[src/rtl/lsu.sv]
// lsu: load/store unit with byte-lane alignment, sign/zero extension and a valid/ready bus.
// Define LSU_MISALIGNED_EN to allow misaligned accesses (word-crossing ones split into two beats).

module lsu #(
    parameter int XLEN = 32
) (
    input  logic              clk,
    input  logic              resetn,
    input  logic              req_valid,
    output logic              req_ready,
    input  logic [3:0]        req_op,
    input  logic [XLEN-1:0]   req_addr,
    input  logic [XLEN-1:0]   req_data,
    output logic              rsp_valid,
    output logic [XLEN-1:0]   rsp_data,
    output logic              rsp_error,
    output logic              mem_valid,
    input  logic              mem_ready,
    output logic [XLEN-1:0]   mem_addr,
    output logic [XLEN/8-1:0] mem_wstrb,
    output logic [XLEN-1:0]   mem_wdata,
    input  logic [XLEN-1:0]   mem_rdata
);

    localparam int NB = XLEN / 8;
    localparam int L  = $clog2(NB);

    typedef enum logic [1:0] {IDLE, BEAT0, BEAT1, RESP} state_t;

    state_t            state;
    logic [3:0]        op_q;
    logic [L-1:0]      off_q;
    logic              two_q;
    logic [XLEN-1:0]   lo_q;
    logic [XLEN-1:0]   hi_wdata;
    logic [NB-1:0]     hi_wstrb;

    logic [3:0]        size;
    logic              is_st;
    logic              legal;
    logic              misal;
    logic              bad;
    logic              split;
    logic [L-1:0]      off;
    logic [2*NB-1:0]   strb2;
    logic [2*XLEN-1:0] wd2;

    logic [2*XLEN-1:0] rd2;
    logic [XLEN-1:0]   rd_sh;
    logic [XLEN-1:0]   ld_val;

    // Decode the incoming request: access size, legality, lane strobes over two words.
    always_comb begin
        size  = 4'd0;
        is_st = 1'b0;
        legal = 1'b1;
        case (req_op)
            4'd0:  size = 4'd0;
            4'd1:  size = 4'd4;
            4'd2:  size = 4'd2;
            4'd3:  size = 4'd1;
            4'd4:  size = 4'd2;
            4'd5:  size = 4'd1;
            4'd6:  begin size = 4'd4; is_st = 1'b1; end
            4'd7:  begin size = 4'd2; is_st = 1'b1; end
            4'd8:  begin size = 4'd1; is_st = 1'b1; end
            4'd9:  begin size = 4'd8; legal = (XLEN == 64); end
            4'd10: begin size = 4'd4; legal = (XLEN == 64); end
            4'd11: begin
                size  = 4'd8;
                is_st = 1'b1;
                legal = (XLEN == 64);
            end
            default: legal = 1'b0;
        endcase
        off   = req_addr[L-1:0];
        misal = (size != 4'd0) &&
                ((req_addr[3:0] & (size - 4'd1)) != 4'd0);
        strb2 = (2*NB)'((16'd1 << size) - 16'd1) << off;
        wd2   = (2*XLEN)'(req_data) << {off, 3'b000};
        split = |strb2[2*NB-1:NB];
`ifdef LSU_MISALIGNED_EN
        bad   = !legal;
`else
        bad   = !legal || misal;
`endif
    end

    // Merge the beat data, shift the addressed bytes down and extend them.
    always_comb begin
        rd2 = (state == BEAT1) ? {mem_rdata, lo_q}
                               : {{XLEN{1'b0}}, mem_rdata};
        rd_sh  = XLEN'(rd2 >> {off_q, 3'b000});
        ld_val = '0;
        case (op_q)
            4'd1:  ld_val = XLEN'($signed(rd_sh[31:0]));
            4'd2:  ld_val = XLEN'($signed(rd_sh[15:0]));
            4'd3:  ld_val = XLEN'($signed(rd_sh[7:0]));
            4'd4:  ld_val = XLEN'(rd_sh[15:0]);
            4'd5:  ld_val = XLEN'(rd_sh[7:0]);
            4'd9:  ld_val = rd_sh;
            4'd10: ld_val = XLEN'(rd_sh[31:0]);
            default: ld_val = '0;
        endcase
    end

    // Transaction FSM with registered handshake, bus and response outputs.
    always_ff @(posedge clk) begin
        if (!resetn) begin
            state     <= IDLE;
            req_ready <= 1'b0;
            rsp_valid <= 1'b0;
            rsp_error <= 1'b0;
            rsp_data  <= '0;
            mem_valid <= 1'b0;
            mem_addr  <= '0;
            mem_wstrb <= '0;
            mem_wdata <= '0;
            op_q      <= '0;
            off_q     <= '0;
            two_q     <= 1'b0;
            lo_q      <= '0;
            hi_wdata  <= '0;
            hi_wstrb  <= '0;
        end else begin
            case (state)
                IDLE: begin
                    if (req_valid && req_ready) begin
                        req_ready <= 1'b0;
                        op_q      <= req_op;
                        off_q     <= off;
                        two_q     <= split;
                        hi_wdata  <= is_st ? wd2[2*XLEN-1:XLEN] : '0;
                        hi_wstrb  <= is_st ? strb2[2*NB-1:NB] : '0;
                        if (req_op == 4'd0 || bad) begin
                            state     <= RESP;
                            rsp_valid <= 1'b1;
                            rsp_error <= bad;
                            rsp_data  <= '0;
                        end else begin
                            state     <= BEAT0;
                            mem_valid <= 1'b1;
                            mem_addr  <= {req_addr[XLEN-1:L], {L{1'b0}}};
                            mem_wstrb <= is_st ? strb2[NB-1:0] : '0;
                            mem_wdata <= is_st ? wd2[XLEN-1:0] : '0;
                        end
                    end else begin
                        req_ready <= 1'b1;
                    end
                end
                BEAT0, BEAT1: begin
                    if (mem_ready) begin
                        lo_q <= mem_rdata;
                        if (state == BEAT0 && two_q) begin
                            state     <= BEAT1;
                            mem_addr  <= mem_addr + XLEN'(NB);
                            mem_wstrb <= hi_wstrb;
                            mem_wdata <= hi_wdata;
                        end else begin
                            state     <= RESP;
                            mem_valid <= 1'b0;
                            mem_wstrb <= '0;
                            rsp_valid <= 1'b1;
                            rsp_error <= 1'b0;
                            rsp_data  <= ld_val;
                        end
                    end
                end
                default: begin
                    state     <= IDLE;
                    rsp_valid <= 1'b0;
                    req_ready <= 1'b1;
                end
            endcase
        end
    end

endmodule
[config.mk]
export PLATFORM = sky130hd
export DESIGN_NAME = lsu
export DESIGN_NICKNAME = d
export VERILOG_FILES = /design/src/rtl/lsu.sv
export SDC_FILE = /design/constraint.sdc
export NUM_CORES = 1
export LEC_CHECK = 0
export BUFFER_PORTS_ARGS = -buffer_cell sky130_fd_sc_hd__buf_2
export CAP_MARGIN = 5
export CORE_MARGIN = 2
export CORE_UTILIZATION = 40
export DETAILED_ROUTE_END_ITERATION = 8
export PLACE_DENSITY = 0.68
export SYNTH_ARGS = -nofsm -noshare
export SYNTH_HDL_FRONTEND = slang
export SYNTH_SLANG_ARGS = --single-unit
[constraint.sdc]
create_clock -name clk -period 6.6 [get_ports clk]
set_clock_uncertainty 0.05 [all_clocks]
set_input_delay 1.98 -clock clk [delete_from_list [all_inputs] [get_ports clk]]
set_output_delay 1.98 -clock clk [all_outputs]
set_load 0.02 [all_outputs]
## Word-level counts from Yosys, hierarchy flattened

Cells that the tools add are included.

| cells by class | value |
|---|---|
| add/sub/neg operators | 3 |
| multiply operators | 0 |
| divide/modulo/power cells | 0 |
| magnitude comparators | 0 |
| equal/unequal tests | 26 |
| shift operators | 4 |
| multiplexer cells | 49 |
| bitwise logic cells | 1 |
| reductions and logical operators | 28 |

Operators by type and width:

| kind | number |
|---|---|
| $mux W32 | 14 |
| $pmux W32 S2 | 3 |
| $pmux W32 S5 | 1 |
| $mux W64 | 1 |
| $shl A32 B5 Y64 | 1 |
| $shr A64 B5 Y32 | 1 |
| $add A32 B3 Y32 const B | 1 |
| $eq A4 B3 Y1 const B | 6 |
| $eq A4 B4 Y1 const B | 6 |
| $mux W4 | 6 |
| $eq A4 B2 Y1 const B | 4 |
| $pmux W4 S4 | 1 |
| $reduce_and A5 Y1 | 3 |
| $mux W1 | 14 |
| $ne A2 B2 Y1 const B | 6 |
| $reduce_or A3 Y1 | 4 |
| $reduce_or A9 Y1 | 1 |
| $eq A4 B1 Y1 const B | 2 |
| $pmux W1 S2 | 4 |
| $pmux W4 S2 | 1 |
| $reduce_and A4 Y1 | 2 |
| $reduce_bool A4 Y1 | 2 |
| $reduce_or A4 Y1 | 2 |
| $shl A1 B4 Y8 const A | 1 |
| other kinds (16) | 24 |

| word-level totals | value |
|---|---|
| register bits after elaboration | 181 |
| latch bits | 0 |
| memory bits (writable) | 0 |
| ROM bits | 0 |
| output and inout port bits | 104 |
| logic and storage cells | 126 |
| memories kept | 0 |

## Logic depth before layout (Yosys ltp)

Gate-level depths: netlist of the first run.

| depth | value |
|---|---|
| word-level depth | 12 |
| mapped depth | 15 |
| mapped depth without buffers | 14 |

## Worst setup path before layout of the first run

OpenSTA, ideal clock, no wires.

| path | value |
|---|---|
| path type | input -> register |
| start point | in req_op[0] |
| end point | reg hi_wstrb[2] |
| arrival time | 4.810 ns |
| path slack | 1.675 ns |
| stages | 14 |
| buffers on the path | 2 |
| path through | buf_2 -> nor2_1 -> a32oi_1 -> ha_1 -> clkbuf_1 -> and4_1 -> inv_2 -> ha_1 -> nand2b_1 -> o221a_2 -> o211ai_1 -> a21oi_1 -> o41a_1 -> nor2_1 |

| between the ends | value |
|---|---|
| word-level cells in the longest chain between the ends | 7 |
| elaborated cells on any way between the ends | 22 |

RTL lines:

| item | line | RTL |
|---|---|---|
| start, declared | 11 | `input logic [3:0] req_op,` |
| $eq A4 B3 Y1 (tied with other cells) | 57 | `case (req_op)` |
| $reduce_or A3 Y1 (no source line) / $reduce_or A2 Y1 (equally long branches) | n/a |  |
| $pmux W4 S4 | 57 |  |
| $shl A1 B4 Y8 | 79 | `strb2 = (2*NB)'((16'd1 << size) - 16'd1) << off;` |
| $sub A8 B1 Y8 | 79 |  |
| $shl A8 B2 Y8 | 79 |  |
| $mux W4 (*) | 134 | `hi_wstrb <= is_st ? strb2[2*NB-1:NB] : '0;` |
| end signal, assigned | 134 |  |
| end, declared | 36 | `logic [NB-1:0] hi_wstrb;` |

Mark *: on every way between the ends. The rest lies on a longest branch, timed or not.
A chain may end at the register's enable or synchronous reset.

## Final worst setup path of the first run

| path | value |
|---|---|
| start point | in req_op[3] |
| end point | reg mem_wdata[27] |

| between the ends | value |
|---|---|
| word-level cells in the longest chain between the ends | 11 |
| elaborated cells on any way between the ends | 35 |

RTL lines:

| item | line | RTL |
|---|---|---|
| $eq A4 B3 Y1 (tied with other cells) | 57 |  |
| $reduce_or A3 Y1 (no source line) / $reduce_or A2 Y1 (equally long branches) | n/a |  |
| $pmux W4 S4 | 57 |  |
| $sub A4 B1 Y4 | 78 | `((req_addr[3:0] & (size - 4'd1)) != 4'd0);` |
| $and A4 B4 Y4 | 78 |  |
| $reduce_bool A4 Y1 | 78 |  |
| $logic_and A1 B1 Y1 | 77 | `misal = (size != 4'd0) &&` |
| $logic_or A1 B1 Y1 | 85 | `bad = !legal \|\| misal;` |
| $logic_or A1 B1 Y1 | 135 | `if (req_op == 4'd0 \|\| bad) begin` |
| $ne A2 B2 Y1 (no source line) | n/a |  |
| $reduce_and A5 Y1 (no source line) | n/a |  |
| end signal, assigned | 145 | `mem_wdata <= is_st ? wd2[XLEN-1:0] : '0;` |
| end signal, assigned | 158 | `mem_wdata <= hi_wdata;` |
| end, declared | 21 | `output logic [XLEN-1:0] mem_wdata,` |

Several ways; a longest one is shown, not always the timed one. The select of a mux whose other input is x is not followed.

==> run summary, run 1 <==
Final std cell area, no fill = 11800 um^2
# setup viols final = 0
Post-CTS Hold Fix Bufs = 0
Post-synthesis cell count = 1235
DR WL/cell = 18.9 um
Critical Path AT = 5.48 ns
Startpoint class of the critical path = primary input
Setup crit start = req_op[3]
Routed Antenna Nets = 0
Worst hold path class = reg -> reg
First-pass GRT wire length = 51.0 mm
Hold path start = lo_q[7]
Global route total overflow = 0
Seq/Total Area, Yosys = 34.0%
Share of Yosys cell area claimed by the top area cell type = 34.0%
Starting Density = 40.3%
Die height = 163 um
Critical path required time = 6.91 ns
Post-CTS setup buffer count = 0
Prevailing post-synth register cell = dfxtp_1
CTS sink cnt = 171
Normalized max-slew margin = 15.5%
RSZ-0062 raised after global routing = no
Mapped cell area = 10100 um^2
Global Route Usage Sum = 24.0%
Pins Over Slew Limit = 0
Width of the die = 163 um
Setup CP Type = in -> reg
Fmax = 193 MHz
Slew @ Worst Pin = 1.27 ns
Endpoint class of the critical path = flop
Placed inst area = 11200 um^2
# DRC = 0
Yosys warning count = 0
Final period util = 78.4%
Area growth from synthesis to layout = 17.7%
Reg2reg start = state[0]
# IOs = 208
Status = completed
CTS H-tree lvls = 4
GP Congestion = 0.867
Post-synth ARST share = 0%
#FFs+latches synth = 171
Worst reg-to-reg setup slack = 2.80 ns
CTS clock-pin slew for the worst setup and hold paths = 0.08 ns
Most common cell after layout, fill and taps aside = buf_2
Clock buffer depth = 2
Final Hold Slack = 0.405 ns
Detailed Route Iter0 Violations = 945
Pre-antenna DRT Iters = 5
Pin count of the biggest net entering global routing = 74
Antenna diodes = 0
CTS buffer count = 17
Drt via density = 5.93
Die area = 26400 um^2
Most frequent cells in the layout = buf_2, nand2_1, dfxtp_1
Utilization after layout = 47.4%
Mapped Avg Cell Area = 8.15 um^2
Core Box Area = 25000 um^2
Layout Nets = 1492
CTS tree = yes
Via count = 10200
Vias in the first global route = 9530
Pwr Density = 419 nW/um^2
Rows = 58
IO buf count = 205
Post-DP HPWL = 22.5 mm
Worst skew pair latency = 0.43 ns
Sum Neg Setup Slack = 0 ns
Antenna violations before repair = 0
Area leader, netlist = dfxtp_1
Post-synth EDFFs = 0
Layout cells sized above 1 = 23.2%
Most area-consuming cells after synthesis = dfxtp_1, mux2i_1, nand2_1
Min cycle time layout = 5.17 ns
Final hold violation count = 0
Leak Pwr = 4.70 nW
Distinct cells, synth = 77
Crit path max fanout = 34
IR drop worst, VDD = 0.304 mV
Max-cap violations = 0
CTS Root Cell = clkbuf_16
PostCTS Resize Cnt = 0
Drt total wl = 32.5 mm
-- final timing paths --
path                   endpoint  cells after the start
setup / recovery  mem_wdata[27]                     11
hold / removal          lo_q[7]                      2
setup reg to reg  mem_wdata[27]                     11
hold reg to reg         lo_q[7]                      2
-- kinds of logic after synthesis --
family | count (synthesis) | share of synthesized area (%)
buf+inv | 119 | 5.23
simple gates | 456 | 20.8
other cells | 1 | 0.0373
mux | 118 | 12.5
compound gates | 354 | 25.6
xor+xnor | 5 | 0.435
fa+ha+maj | 11 | 1.37
flops | 171 | 34.0
-- stage by stage --
step,total power [mW],instances,setup WS (ns)
2_1_floorplan,3.22,1236,1.68
3_5_place_dp,3.90,1688,0.988
5_1_grt,5.26,1720,1.11
6_report,4.96,1720,1.43
3_3_place_gp,3.86,1688,1.13
4_1_cts,4.96,1720,1.45
-- state kept, by name (all words and copies together) (netlist names) --
register	count
hi_wdata	24
rsp_valid	1
mem_addr	30
mem_valid	1
op_q	4
req_ready	1
mem_wstrb	4
rsp_error	1
lo_q	32
two_q	1
rsp_data	32
off_q	2
mem_wdata	32
hi_wstrb	4
state	2
-- worst max-delay path: stages --
cell and delay (ns):
buf_2 0.20, inv_1 0.14, a32oi_1 0.60, ha_1 0.43, and4_1 0.32, inv_2 0.11
o21ai_1 0.26, a32o_2 0.78, buf_4 0.34, o2111ai_1 0.14, a21oi_1 0.16
-- metal layers --
layer,up-vias,GRT usage (%),part of all wire [%],wire length (um)
met3,58,3.57,6.3,2040
met2,369,40.0,48,15500
met1,4916,31.9,44,14200
li1,4859,-,-,-
met4,0,7.84,2.5,814
met5,-,0,0,0
-- power by group --
part	internal (mW)	total (mW)	switching [mW]
clock network	0.552	1.06	0.508
logic	0.838	2.40	1.57
registers	1.26	1.49	0.234
total	2.65	4.96	2.31
-- layout make-up --
class,instances,area [um^2]
inverters,18,70.1
repair buffers,223,1170
clock buffers,17,425
flip-flops and latches,171,3420
well taps,330,413
multi-input cells,946,6140
fillers,2492,13100
clock inverters,15,194
-- cells in the mapped netlist (13+ instances only) --
library cell	instances
a22oi_1	19
nand3_1	33
o21ai_0	43
nand2_1	191
dfxtp_1	171
clkbuf_1	59
a32oi_1	14
a31oi_1	20
o2bb2ai_1	23
a221oi_1	33
buf_2	13
nor3_1	47
buf_1	15
mux2i_1	96
nor2_1	99
inv_1	16
mux2_2	17
a21oi_1	99
and3_1	13
Power figures use the tool's default switching activity.
==> run 2, diff against run 1 <==
--- a/config.mk
+++ b/config.mk
@@ -10,7 +10,7 @@
 export CORE_MARGIN = 2
 export CORE_UTILIZATION = 40
 export DETAILED_ROUTE_END_ITERATION = 8
-export PLACE_DENSITY = 0.68
+export PLACE_DENSITY = 0.71
 export SYNTH_ARGS = -nofsm -noshare
 export SYNTH_HDL_FRONTEND = slang
 export SYNTH_SLANG_ARGS = --single-unit
==> constraint.sdc (replaced) <==
create_clock -name clk -period 4.2 [get_ports clk]
set_clock_uncertainty 0.05 [all_clocks]
set_input_delay 1.26 -clock clk [delete_from_list [all_inputs] [get_ports clk]]
set_output_delay 1.26 -clock clk [all_outputs]
set_load 0.02 [all_outputs]
==> run 2 against run 1 <==
Effect of this change:
- die area unchanged
- sequential power up 56%
- setup slack lost 0.96 ns
- utilization is 0.64 points higher
- highest routed layer unchanged
- cell count is 1.3% higher
- non-clock buffer count is 22 higher
- critical endpoint is now hi_wstrb[2]
- register-to-register slack got worse by 1.8 ns
- via count rose by 1.3%
==> run summary, run 2 (same netlist as run 1, synthesis figures left out) <==
CTS buffer count = 17
Starting Density = 40.3%
Die height = 163 um
Max-cap violations = 0
Status = completed
Pwr Density = 646 nW/um^2
Worst skew pair latency = 0.44 ns
Vias in the first global route = 9677
CTS tree = yes
Fmax = 268 MHz
Rows = 58
Final hold violation count = 0
CTS Root Cell = clkbuf_16
Final period util = 88.9%
IR drop worst, VDD = 0.372 mV
PostCTS Resize Cnt = 0
Antenna diodes = 0
Normalized max-slew margin = 14.3%
Layout cells sized above 1 = 24.4%
Pin count of the biggest net entering global routing = 135
Worst hold path class = reg -> reg
CTS sink cnt = 171
Drt total wl = 32.4 mm
Die area = 26400 um^2
Fillers = 2420
Pins Over Slew Limit = 0
Startpoint class of the critical path = primary input
Clock buffer depth = 2
Post-CTS Hold Fix Bufs = 0
Sum Neg Setup Slack = 0 ns
First-pass GRT wire length = 51.2 mm
Most frequent cells in the layout = buf_2, nand2_1, dfxtp_1
CTS H-tree lvls = 4
Drt via density = 5.93
# DRC = 0
Global Route Usage Sum = 24.1%
Post-DP HPWL = 23.0 mm
Biggest regs = lo_q x32, mem_wdata x32, rsp_data x32
Detailed Route Iter0 Violations = 813
Area growth from synthesis to layout = 19.3%
GP Congestion = 0.953
Layout Nets = 1514
DR WL/cell = 18.6 um
Most common cell after layout, fill and taps aside = buf_2
Endpoint class of the critical path = flop
# IOs = 208
Leak Pwr = 4.81 nW
Storage element area = 3420 um^2
Width of the die = 163 um
Pre-antenna DRT Iters = 5
Critical Path AT = 4.06 ns
Core Box Area = 25000 um^2
Multi-input logic area = 6140 um^2
Slew @ Worst Pin = 1.28 ns
IO buf count = 205
Critical path required time = 4.52 ns
Min cycle time layout = 3.73 ns
Via count = 10300
Post-CTS setup buffer count = 0
CTS clock-pin slew for the worst setup and hold paths = 0.08 ns
Setup CP Type = in -> reg
Global route total overflow = 0
Utilization after layout = 48.1%
Routed Antenna Nets = 0
Crit path max fanout = 7
Antenna violations before repair = 1
# setup viols final = 0
RSZ-0062 raised after global routing = no
run 2: metrics by stage:
stage / hold WS [ns] / setup WS, ns / cells / power [mW] / cell area (um^2)
5_1_grt: 0.423 / 0.304 / 1742 / 8.25 / 12000
2_1_floorplan: 0.383 / 0.0380 / 1236 / 5.06 / 10100
6_report: 0.400 / 0.465 / 1742 / 7.75 / 12000
4_1_cts: 0.404 / 0.490 / 1742 / 7.75 / 12000
3_3_place_gp: 0.389 / 0.0901 / 1710 / 6.11 / 11400
3_5_place_dp: 0.393 / 0.0434 / 1710 / 6.16 / 11400
run 2: layer usage:
layer,GRT usage (%),up-vias,routed length (um)
met5,0,-,0
met4,9.13,0,1000
met1,31.1,4875,13400
li1,-,4912,-
met2,39.6,478,15400
met3,5.14,69,2630
run 2: critical path, cell delays in order:
cell	delay, ns
buf_2	0.15
xor2_1	0.25
nor2_1	0.07
a21oi_1	0.12
nand2_1	0.09
ha_1	0.21
and4_1	0.17
inv_2	0.06
ha_1	0.14
or4b_2	0.59
o221a_2	0.14
o211ai_1	0.22
a21oi_1	0.11
o41a_1	0.38
nor2_1	0.08
run 2: cell type report:
type                            instances  share of cell area (%)
Sequential cell                       171                    28.5
Clock buffer                           18                    3.66
Clock inverter                         14                    1.24
Timing Repair Buffer                  245                    11.4
Multi-Input combinational cell        946                    51.2
Tap cell                              330                    3.44
Inverter                               18                   0.584
run 2: path summary, 6_finish.rpt:
path / start / endpoint / slack, ns / depth (start not counted)
max: req_op[2] / hi_wstrb[2] / 0.47 / 15
min: mem_wdata[31] / mem_wdata[31] / 0.40 / 2
max reg2reg: state[0] / rsp_data[23] / 1.04 / 9
min reg2reg: mem_wdata[31] / mem_wdata[31] / 0.40 / 2
run 2: power breakdown:
group | switching, mW | internal (mW) | total [mW]
Clock | 0.771 | 0.812 | 1.58
Combinational | 2.51 | 1.35 | 3.85
Sequential | 0.338 | 1.98 | 2.32
==> run 3, diff against run 2 <==
--- a/config.mk
+++ b/config.mk
@@ -10,7 +10,6 @@
 export CORE_MARGIN = 2
 export CORE_UTILIZATION = 40
 export DETAILED_ROUTE_END_ITERATION = 8
-export PLACE_DENSITY = 0.71
 export SYNTH_ARGS = -nofsm -noshare
 export SYNTH_HDL_FRONTEND = slang
 export SYNTH_SLANG_ARGS = --single-unit
==> constraint.sdc (replaced) <==
create_clock -name clk -period 3.7 [get_ports clk]
set_clock_uncertainty 0.05 [all_clocks]
set_input_delay 1.11 -clock clk [delete_from_list [all_inputs] [get_ports clk]]
set_output_delay 1.11 -clock clk [all_outputs]
set_load 0.02 [all_outputs]
==> run 3 against run 2 <==
Effect of this change:
- global-route usage is 0.30 points higher
- non-clock buffer count grew 18
- sequential share of layout area decreased by 0.55 points
- setup slack lost 0.24 ns
- die area is the same
- cell count is 1.0% higher
- worst hold slack better by 0.0023 ns
- critical path type unchanged
- largest cell class unchanged
==> run summary, run 3 (same netlist as run 1, synthesis figures left out) <==
Status = completed
CTS clock-pin slew for the worst setup and hold paths = 0.09 ns
Final std cell area, no fill = 12200 um^2
Area growth from synthesis to layout = 21.6%
Antenna diodes = 0
Post-CTS Hold Fix Bufs = 0
CTS Root Cell = clkbuf_16
CTS tree = yes
Fin cells = 1760
Critical Path AT = 3.78 ns
Fmax = 288 MHz
Die height = 163 um
Leak Pwr = 4.92 nW
Pins Over Slew Limit = 0
Final Power = 9.00 mW
Startpoint class of the critical path = primary input
IR drop worst, VDD = 0.567 mV
Storage element area = 3420 um^2
CP max stage cell = a21oi_1
Fillers = 2516
Normalized max-slew margin = 31.3%
Placed insts = 1728
CTS H-tree lvls = 4
Layout cells sized above 1 = 25.7%
Endpoint class of the critical path = flop
Via count = 10200
Drt via density = 5.82
Worst reg-to-reg setup slack = 0.81 ns
Critical path required time = 4.01 ns
Met2 WL = 14.8 mm
RSZ-0062 raised after global routing = no
IO buf count = 205
Vias in the first global route = 9701
First-pass GRT wire length = 52.0 mm
Width of the die = 163 um
CP peak stage delay = 0.46 ns
Setup CP Type = in -> reg
GP Congestion = 0.893
Final period util = 93.9%
Crit-path cells = buf_2 -> xor2_2 -> nor2_1 -> a21oi_1 -> nand2_1 -> ha_2 -> o21ai_0 -> buf_4 -> a21oi_1 -> a32oi_4 -> buf_12 -> or4_1 -> a31oi_1
Pre-antenna DRT Iters = 5
WL met3 = 2.10 mm
CTS buffer count = 17
Die area = 26400 um^2
Metal-1 WL = 15.3 mm
# DRC = 0
Rows = 58
Biggest regs = lo_q x32, mem_wdata x32, rsp_data x32
Pwr Density = 735 nW/um^2
Final Hold Slack = 0.402 ns
Max-cap violations = 0
Crit path max fanout = 17
CP most frequent cell = a21oi_1
Detailed Route Iter0 Violations = 839
PostCTS Resize Cnt = 0
Global Route Usage Sum = 24.4%
Core Box Area = 25000 um^2
Most frequent cells in the layout = buf_2, nand2_1, dfxtp_1
Worst skew pair latency = 0.43 ns
# setup viols final = 0
Slew @ Worst Pin = 1.03 ns
Final hold violation count = 0
Pin count of the biggest net entering global routing = 135
Starting Density = 40.3%
Routed Antenna Nets = 0
Sum Neg Setup Slack = 0 ns
# IOs = 208
Post-CTS setup buffer count = 0
Global route total overflow = 0
CTS sink cnt = 171
Post-DP HPWL = 23.0 mm
Min cycle time layout = 3.47 ns
Most common cell after layout, fill and taps aside = buf_2
Layout Nets = 1532
Clock buffer depth = 2
DR WL/cell = 18.5 um
Highest metal used = met4
Drt total wl = 32.6 mm
Placed inst area = 11600 um^2
Worst hold path class = reg -> reg
Multi-input logic area = 6180 um^2
Antenna violations before repair = 0
[run 3: cell types whose count changed in the layout (fill, tap and decap cells not counted), moves of 2 or more]
cell and delta:
inv_12 +2, buf_4 +15, ha_2 +2, inv_8 -2, clkinv_8 +3, ha_1 -3, buf_12 +3
[run 3: cell type report]
cell class	count	area share (%)
Tap cell	330	3.37
Clock buffer	17	3.48
Sequential cell	171	28.0
Timing Repair Buffer	263	12.6
Inverter	18	0.593
Multi-Input combinational cell	946	50.5
Clock inverter	15	1.56
[run 3: where the power goes]
group          total, mW  leakage [nW]  internal [mW]  switching, mW
Clock               1.87         0.298          0.928          0.939
Combinational       4.50          3.23           1.65           2.85
Sequential          2.64          1.39           2.25          0.389
Total               9.00          4.92           4.82           4.18
[run 3: critical path, delay by kind of cell]
family          cells  cell delay, ns
buf+inv             3            0.51
xor+xnor            1            0.20
simple gates        3            0.61
fa+ha+maj           1            0.31
compound gates      5            1.04
[run 3: path summary, 6_finish.rpt]
kind	cells after the start	endpoint	from
setup / recovery	13	mem_addr[9]	req_op[1]
hold / removal	2	mem_wdata[30]	mem_wdata[30]
setup reg to reg	9	rsp_data[17]	state[0]
hold reg to reg	2	mem_wdata[30]	mem_wdata[30]
[run 3: metrics by stage]
| stage | setup WS (ns) | util (%) |
|---|---|---|
| finish | 0.225 | 49.0 |
| global placement | -0.158 | 46.6 |
| global route | 0.00667 | 49.0 |
| floorplan | 0.0303 | - |
| CTS | 0.244 | 49.0 |
| detailed placement | -0.212 | 46.6 |
[run 3: metal layers]
layer / track usage, % / vias up
li1: - / 4946
met2: 38.1 / 361
met4: 6.88 / 0
met1: 34.6 / 4898
met3: 4.30 / 35
met5: 0 / -
